**src/rtl/ssd_mux_driver.sv**
```systemverilog
// ssd_mux_driver
//   Time-multiplexed driver for an N-digit common-anode 7-segment bank.
//   Scans one digit per slot, decodes hex nibbles, drives the decimal point,
//   honours per-digit enables and optional leading-zero blanking. It also
//   dims the display by PWM and keeps all segments off for a short guard at
//   the start of each slot, so the previous digit's pattern never bleeds
//   into the next anode. New data is double-buffered: it is written to
//   staging registers and moves to the active set only at a frame boundary,
//   so a scan never shows half-old, half-new data.
//
// Ports
//   clk         system clock
//   rst         asynchronous, active-high reset
//   digits_in   packed hex nibbles, digit i = digits_in[4i+3:4i], digit 0 rightmost
//   dp_in       decimal point per digit, 1 = lit
//   en_in       digit enable per digit, 1 = displayed
//   load        one-cycle strobe, captures digits_in/dp_in/en_in into staging
//   lz_blank    1 = blank leading zeros (level, sampled every cycle)
//   bright      PWM brightness, 0 = dark, all ones = always on
//   cc          cathodes {g,f,e,d,c,b,a}, active-low
//   dp_out      decimal-point cathode, active-low
//   an          anodes, active-low, at most one low at a time
//   frame_done  one-cycle pulse during the last cycle of each scan
//   pending     staging holds data not yet applied
//
// Handshake: load is a plain strobe with no back-pressure. Every cycle with
// load=1 overwrites staging; the last load before a frame boundary wins.
module ssd_mux_driver #(
    parameter int N_DIGITS        = 8,
    parameter int TICKS_PER_DIGIT = 100000,
    parameter int GUARD_TICKS     = 2,
    parameter int BRIGHT_W        = 4
) (
    input  logic                  clk,
    input  logic                  rst,
    input  logic [4*N_DIGITS-1:0] digits_in,
    input  logic [N_DIGITS-1:0]   dp_in,
    input  logic [N_DIGITS-1:0]   en_in,
    input  logic                  load,
    input  logic                  lz_blank,
    input  logic [BRIGHT_W-1:0]   bright,
    output logic [6:0]            cc,
    output logic                  dp_out,
    output logic [N_DIGITS-1:0]   an,
    output logic                  frame_done,
    output logic                  pending
);

    localparam int SLOT_W = (TICKS_PER_DIGIT > 1) ? $clog2(TICKS_PER_DIGIT) : 1;
    localparam int DIG_W  = (N_DIGITS > 1) ? $clog2(N_DIGITS) : 1;

    localparam logic [SLOT_W-1:0] SLOT_LAST = SLOT_W'(TICKS_PER_DIGIT - 1);
    localparam logic [SLOT_W-1:0] GUARD_END = SLOT_W'(GUARD_TICKS);
    localparam logic [DIG_W-1:0]  DIG_LAST  = DIG_W'(N_DIGITS - 1);

    // Scan state
    logic [SLOT_W-1:0]   slot_cnt;
    logic [DIG_W-1:0]    digit_idx;
    logic [BRIGHT_W-1:0] pwm_cnt;

    // Double-buffered display data
    logic [4*N_DIGITS-1:0] stg_digits;
    logic [N_DIGITS-1:0]   stg_dp;
    logic [N_DIGITS-1:0]   stg_en;
    logic [4*N_DIGITS-1:0] act_digits;
    logic [N_DIGITS-1:0]   act_dp;
    logic [N_DIGITS-1:0]   act_en;

    // Next-state / selection signals
    logic                slot_wrap;
    logic                boundary;
    logic [SLOT_W-1:0]   slot_nxt;
    logic [DIG_W-1:0]    digit_nxt;
    logic                boundary_nxt;
    logic [N_DIGITS-1:0] blank_vec;
    logic                blank_run;
    logic [3:0]          cur_nib;
    logic                cur_dp;
    logic                cur_en;
    logic                cur_blank;
    logic [N_DIGITS-1:0] an_sel;
    logic                pwm_on;
    logic                lit;

    function automatic logic [6:0] hex_decode(input logic [3:0] v);
        logic [6:0] seg;
        case (v)
            4'h0: seg = 7'b1000000;
            4'h1: seg = 7'b1111001;
            4'h2: seg = 7'b0100100;
            4'h3: seg = 7'b0110000;
            4'h4: seg = 7'b0011001;
            4'h5: seg = 7'b0010010;
            4'h6: seg = 7'b0000010;
            4'h7: seg = 7'b1111000;
            4'h8: seg = 7'b0000000;
            4'h9: seg = 7'b0010000;
            4'hA: seg = 7'b0001000;
            4'hB: seg = 7'b0000011;
            4'hC: seg = 7'b1000110;
            4'hD: seg = 7'b0100001;
            4'hE: seg = 7'b0000110;
            default: seg = 7'b0001110;
        endcase
        return seg;
    endfunction

    // Counter advance and frame boundary detection
    always_comb begin
        slot_wrap = (slot_cnt == SLOT_LAST);
        boundary  = slot_wrap && (digit_idx == DIG_LAST);
        slot_nxt  = slot_wrap ? '0 : slot_cnt + 1'b1;
        if (!slot_wrap) begin
            digit_nxt = digit_idx;
        end else if (digit_idx == DIG_LAST) begin
            digit_nxt = '0;
        end else begin
            digit_nxt = digit_idx + 1'b1;
        end
        // frame_done is registered from the next counter state so that it
        // is high exactly while the counters sit on the boundary cycle.
        boundary_nxt = (slot_nxt == SLOT_LAST) && (digit_nxt == DIG_LAST);
    end

    // Leading-zero blanking: walk from the most significant digit down;
    // the run of blanking stops at the first nonzero nibble. Digit 0 is
    // never blanked so an all-zero value still shows a single 0.
    always_comb begin
        blank_vec = '0;
        blank_run = lz_blank;
        for (int i = N_DIGITS - 1; i >= 1; i--) begin
            if (act_digits[4*i +: 4] != 4'h0) begin
                blank_run = 1'b0;
            end
            blank_vec[i] = blank_run;
        end
    end

    // Select the currently scanned digit
    always_comb begin
        cur_nib   = 4'h0;
        cur_dp    = 1'b0;
        cur_en    = 1'b0;
        cur_blank = 1'b0;
        an_sel    = '1;
        for (int i = 0; i < N_DIGITS; i++) begin
            if (digit_idx == DIG_W'(i)) begin
                cur_nib   = act_digits[4*i +: 4];
                cur_dp    = act_dp[i];
                cur_en    = act_en[i];
                cur_blank = blank_vec[i];
                an_sel[i] = 1'b0;
            end
        end
        pwm_on = (bright == '1) || (pwm_cnt < bright);
        lit    = cur_en && (slot_cnt >= GUARD_END) && pwm_on;
    end

    // Scan counters and frame pulse
    always_ff @(posedge clk or posedge rst) begin
        if (rst) begin
            slot_cnt   <= '0;
            digit_idx  <= '0;
            pwm_cnt    <= '0;
            frame_done <= 1'b0;
        end else begin
            slot_cnt   <= slot_nxt;
            digit_idx  <= digit_nxt;
            pwm_cnt    <= pwm_cnt + 1'b1;
            frame_done <= boundary_nxt;
        end
    end

    // Staging / active buffers. A load on the boundary cycle still lets the
    // previous staging contents transfer; the new data stays pending.
    always_ff @(posedge clk or posedge rst) begin
        if (rst) begin
            stg_digits <= '0;
            stg_dp     <= '0;
            stg_en     <= '0;
            act_digits <= '0;
            act_dp     <= '0;
            act_en     <= '0;
            pending    <= 1'b0;
        end else begin
            if (boundary && pending) begin
                act_digits <= stg_digits;
                act_dp     <= stg_dp;
                act_en     <= stg_en;
            end
            if (load) begin
                stg_digits <= digits_in;
                stg_dp     <= dp_in;
                stg_en     <= en_in;
                pending    <= 1'b1;
            end else if (boundary) begin
                pending    <= 1'b0;
            end
        end
    end

    // Registered pin drivers; everything off unless the digit is lit
    always_ff @(posedge clk or posedge rst) begin
        if (rst) begin
            an     <= '1;
            cc     <= 7'h7F;
            dp_out <= 1'b1;
        end else if (lit) begin
            an     <= an_sel;
            cc     <= cur_blank ? 7'h7F : hex_decode(cur_nib);
            dp_out <= ~cur_dp;
        end else begin
            an     <= '1;
            cc     <= 7'h7F;
            dp_out <= 1'b1;
        end
    end

endmodule

```
**config.mk**
```make
export PLATFORM = sky130hd
export DESIGN_NAME = ssd_mux_driver
export DESIGN_NICKNAME = d
export VERILOG_FILES = /design/src/rtl/ssd_mux_driver.sv
export SDC_FILE = /design/constraint.sdc
export NUM_CORES = 1
export LEC_CHECK = 0
export ABC_AREA = 0
export ABC_CLOCK_PERIOD_IN_PS = 5100
export CAP_MARGIN = 20
export CORE_ASPECT_RATIO = 1.75
export CORE_MARGIN = 5
export CORE_UTILIZATION = 36
export DETAILED_ROUTE_END_ITERATION = 16
export GPL_TIMING_DRIVEN = 1
export HOLD_SLACK_MARGIN = 0.03
export SYNTH_ARGS = -nofsm -noshare
export SYNTH_HDL_FRONTEND = slang
export SYNTH_SLANG_ARGS = --single-unit
```
**constraint.sdc**
```tcl
create_clock -name clk -period 5.1 [get_ports clk]
set_input_delay 0.765 -clock clk [delete_from_list [all_inputs] [get_ports clk]]
set_output_delay 0.765 -clock clk [all_outputs]
set_load 0.005 [all_outputs]
```
==> flow_summary.json <==
{
  "required_ns": 5.45,
  "synth-simple-area-share": 0.106,
  "start_util": 0.363,
  "avgSynthCellArea_um2": 12.4,
  "synth_fp_nets": 597,
  "final_common_cell": "dfrtp_1",
  "grt_pass1_wl_mm": 24.3,
  "wl_met1_mm": 5.59,
  "p_total_w": 0.00253,
  "clkLatencyLatePin_ns": 0.41,
  "slew_headroom": 0.347,
  "synth_ff_type": "dfrtp_1",
  "yosysWarnings": 0,
  "met2_length_mm": 8.09,
  "power-per-cell-area_nw_per_um2": 315,
  "path_buf_inv": 1,
  "rsz0062_at_grt": "no",
  "post-dp-hpwl_mm": 10.7,
  "skew_ns": 0.00824,
  "startpoint": "digit_idx[2]",
  "syn_area_um2": 6500,
  "drtAntennaViolNets": 0,
  "final_layout_size_suffix_gt1_frac": 0.264,
  "areaGrowthSynthToFinish_pct": 23.8,
  "fmax_mhz": 294,
  "finalCritPeriodShare": 0.667,
  "crit_chain": "inv_2, ha_1, a2111oi_0, o22ai_1, a21oi_1, ha_1, o21ai_0, mux2_2, nand4_1",
  "cts_buffers": 17,
  "wire_per_inst_um": 17.3,
  "htreeDepth": 4,
  "wirelength_mm": 14.6,
  "path_clk_slew_ns": 0.06,
  "drc_errors": 0,
  "cts-resized-gates": 0,
  "core_area_um2": 17900,
  "status": "completed",
  "synth.distinct_cells": 62,
  "startpoint_type": "flop",
  "grt_max_degree": 81,
  "track_usage": 0.143,
  "cts_buffer_depth": 2,
  "vias": 4361,
  "cpMostUsedCell": "ha_1",
  "io_pins": 74,
  "cpLargestDelayFamily": "compound AO/OA/AOI/OAI gates",
  "synth_compound_area_frac": 0.0857,
  "viasPerCell": 5.20,
  "worstHoldStart": "pwm_cnt[0]",
  "io_buffers": 73,
  "dr_wl_met3_um": 477,
  "grt.overflow.total": 0,
  "async_flop_share": 1.00,
  "cts_tree": "done",
  "layout_common_cells": "dfrtp_1, mux2_2, clkdlybuf4s50_1",
  "slowest_delay_ns": 0.73,
  "cp_max_fo": 22,
  "synth-seq-cells": 138,
  "firstDrtPassIters": 4,
  "cts-root-buf": "clkbuf_16",
  "cap_violations": 0,
  "n_antenna_cell": 0,
  "timing.rr.start": "digit_idx[2]",
  "antenna_found_initial": 0,
  "die_x_um": 112,
  "final-hold-violation-count": 0,
  "drt_iter0_drc": 292,
  "holdBufCountCts": 0,
  "power.leakage_nw": 3.57,
  "crit_type": "flop to flop",
  "synthAdderAreaFrac": 0.0327,
  "worst_pin_slew_ns": 0.973,
  "r2r_slack_ns": 1.70,
  "post_cts_buffers": 0,
  "maxSlewViolCount": 0,
  "clock-sinks": 138,
  "synthMuxAreaShare": 0.188,
  "synth-edff-count": 0,
  "synth.area.top_cells": "dfrtp_1, mux2_2, dfstp_2",
  "syn_inst": 524,
  "yosysTopAreaCell": "dfrtp_1",
  "synth_top_cell_area_share": 0.470,
  "first_global_vias": 4767,
  "ys_seq_area_frac": 0.535,
  "end_kind": "flop",
  "highest_layer": "met4",
  "fp.dieH_um": 188,
  "setup_tns_ns": 0,
  "post-route-min-period_ns": 3.40,
  "cp_slowest_cell": "dfrtp_1",
  "row_count": 65,
  "final-setup-viol-count": 0,
  "peakVddDrop_uv": 142,
  "fin_nets": 665,
  "place.gp.congestion": 0.859,
  "synth-xor-area-share": 0.0229,
  "arrival_ns": 3.75,
  "holdCritPathClass": "flop to flop",
  "synth_top_family_by_area": "multiplexers",
  "dieArea_um2": 20900
}
-- power breakdown --
group / switching, W / leakage [nW] / total [W] / internal [W]
Clock: 0.000463 / 0.285 / 0.00126 / 0.000794
Combinational: 0.0000453 / 1.55 / 0.000120 / 0.0000750
Sequential: 0.0000228 / 1.74 / 0.00116 / 0.00113
-- synthesized netlist by cell type, types with 3 or more instances --
master,count
nor2_1,21
mux2_4,20
buf_2,9
or3_1,4
ha_1,17
dfrtp_1,122
clkbuf_1,10
a31oi_1,3
nand4_1,7
o221ai_1,5
xnor2_1,6
o21ai_0,16
nand3b_1,3
nand2b_1,6
o211ai_1,3
nor2b_1,7
inv_1,15
xor2_1,11
o22ai_1,5
a21oi_1,14
a21o_1,4
dfstp_2,16
nor4_1,9
mux2i_1,4
nor3_1,3
nand2_1,30
mux2_2,78
and2_1,5
nand3_1,18
a211oi_1,3
buf_1,5
-- worst paths after layout --
path | end | depth (start not counted)
hold reg to reg | pwm_cnt[0] | 1
setup reg to reg | cc[0] | 9
setup / recovery | cc[0] | 9
max in group asynchronous | stg_digits[13] | 3
min in group asynchronous | pwm_cnt[3] | 2
hold / removal | pwm_cnt[0] | 1
-- routing by layer --
metal / global-route usage / vias up
li1: - / 2034
met1: 0.156 / 2196
met2: 0.264 / 93
met4: 0.0628 / 0
met5: 0 / -
met3: 0.0307 / 38
-- cell families after synthesis --
family                   after synthesis
flip-flops                           138
AND/OR/NAND/NOR                      128
multiplexers                         102
AO/OA/AOI/OAI                         78
buffers and inverters                 44
XOR/XNOR                              17
adder cells (fa/ha/maj)               17
-- flip-flops by register name (all words and copies together), names as in the netlist --
register	count
act_en	8
cc	7
act_digits	32
an	8
stg_dp	8
digit_idx	3
act_dp	8
slot_cnt	17
dp_out	1
frame_done	1
stg_digits	32
stg_en	8
pwm_cnt	4
pending	1
-- through the flow --
| step | setup slack (ns) | utilization | cell area (um2) | hold slack, ns | cells |
|---|---|---|---|---|---|
| finish | 1.70 | 0.450 | 8040 | 0.473 | 839 |
| CTS | 1.80 | 0.448 | 8020 | 0.469 | 838 |
| global route | 1.36 | 0.450 | 8040 | 0.497 | 839 |
| global placement | 1.94 | 0.414 | 7410 | 0.454 | 806 |
| detailed placement | 1.83 | 0.414 | 7410 | 0.459 | 806 |
| floorplan | 0.665 | - | 6500 | 0.434 | 524 |
-- final cells by class --
| cell class | count | area (um2) |
|---|---|---|
| timing repair buffer | 76 | 773 |
| clock inverter | 11 | 148 |
| multi-input combinational | 342 | 2830 |
| clock buffer | 21 | 460 |
| inverter | 17 | 66.3 |
| fill | 1674 | 9850 |
| sequential | 138 | 3470 |
| tap | 234 | 293 |
Note: power is estimated with default switching activity, not from simulation.
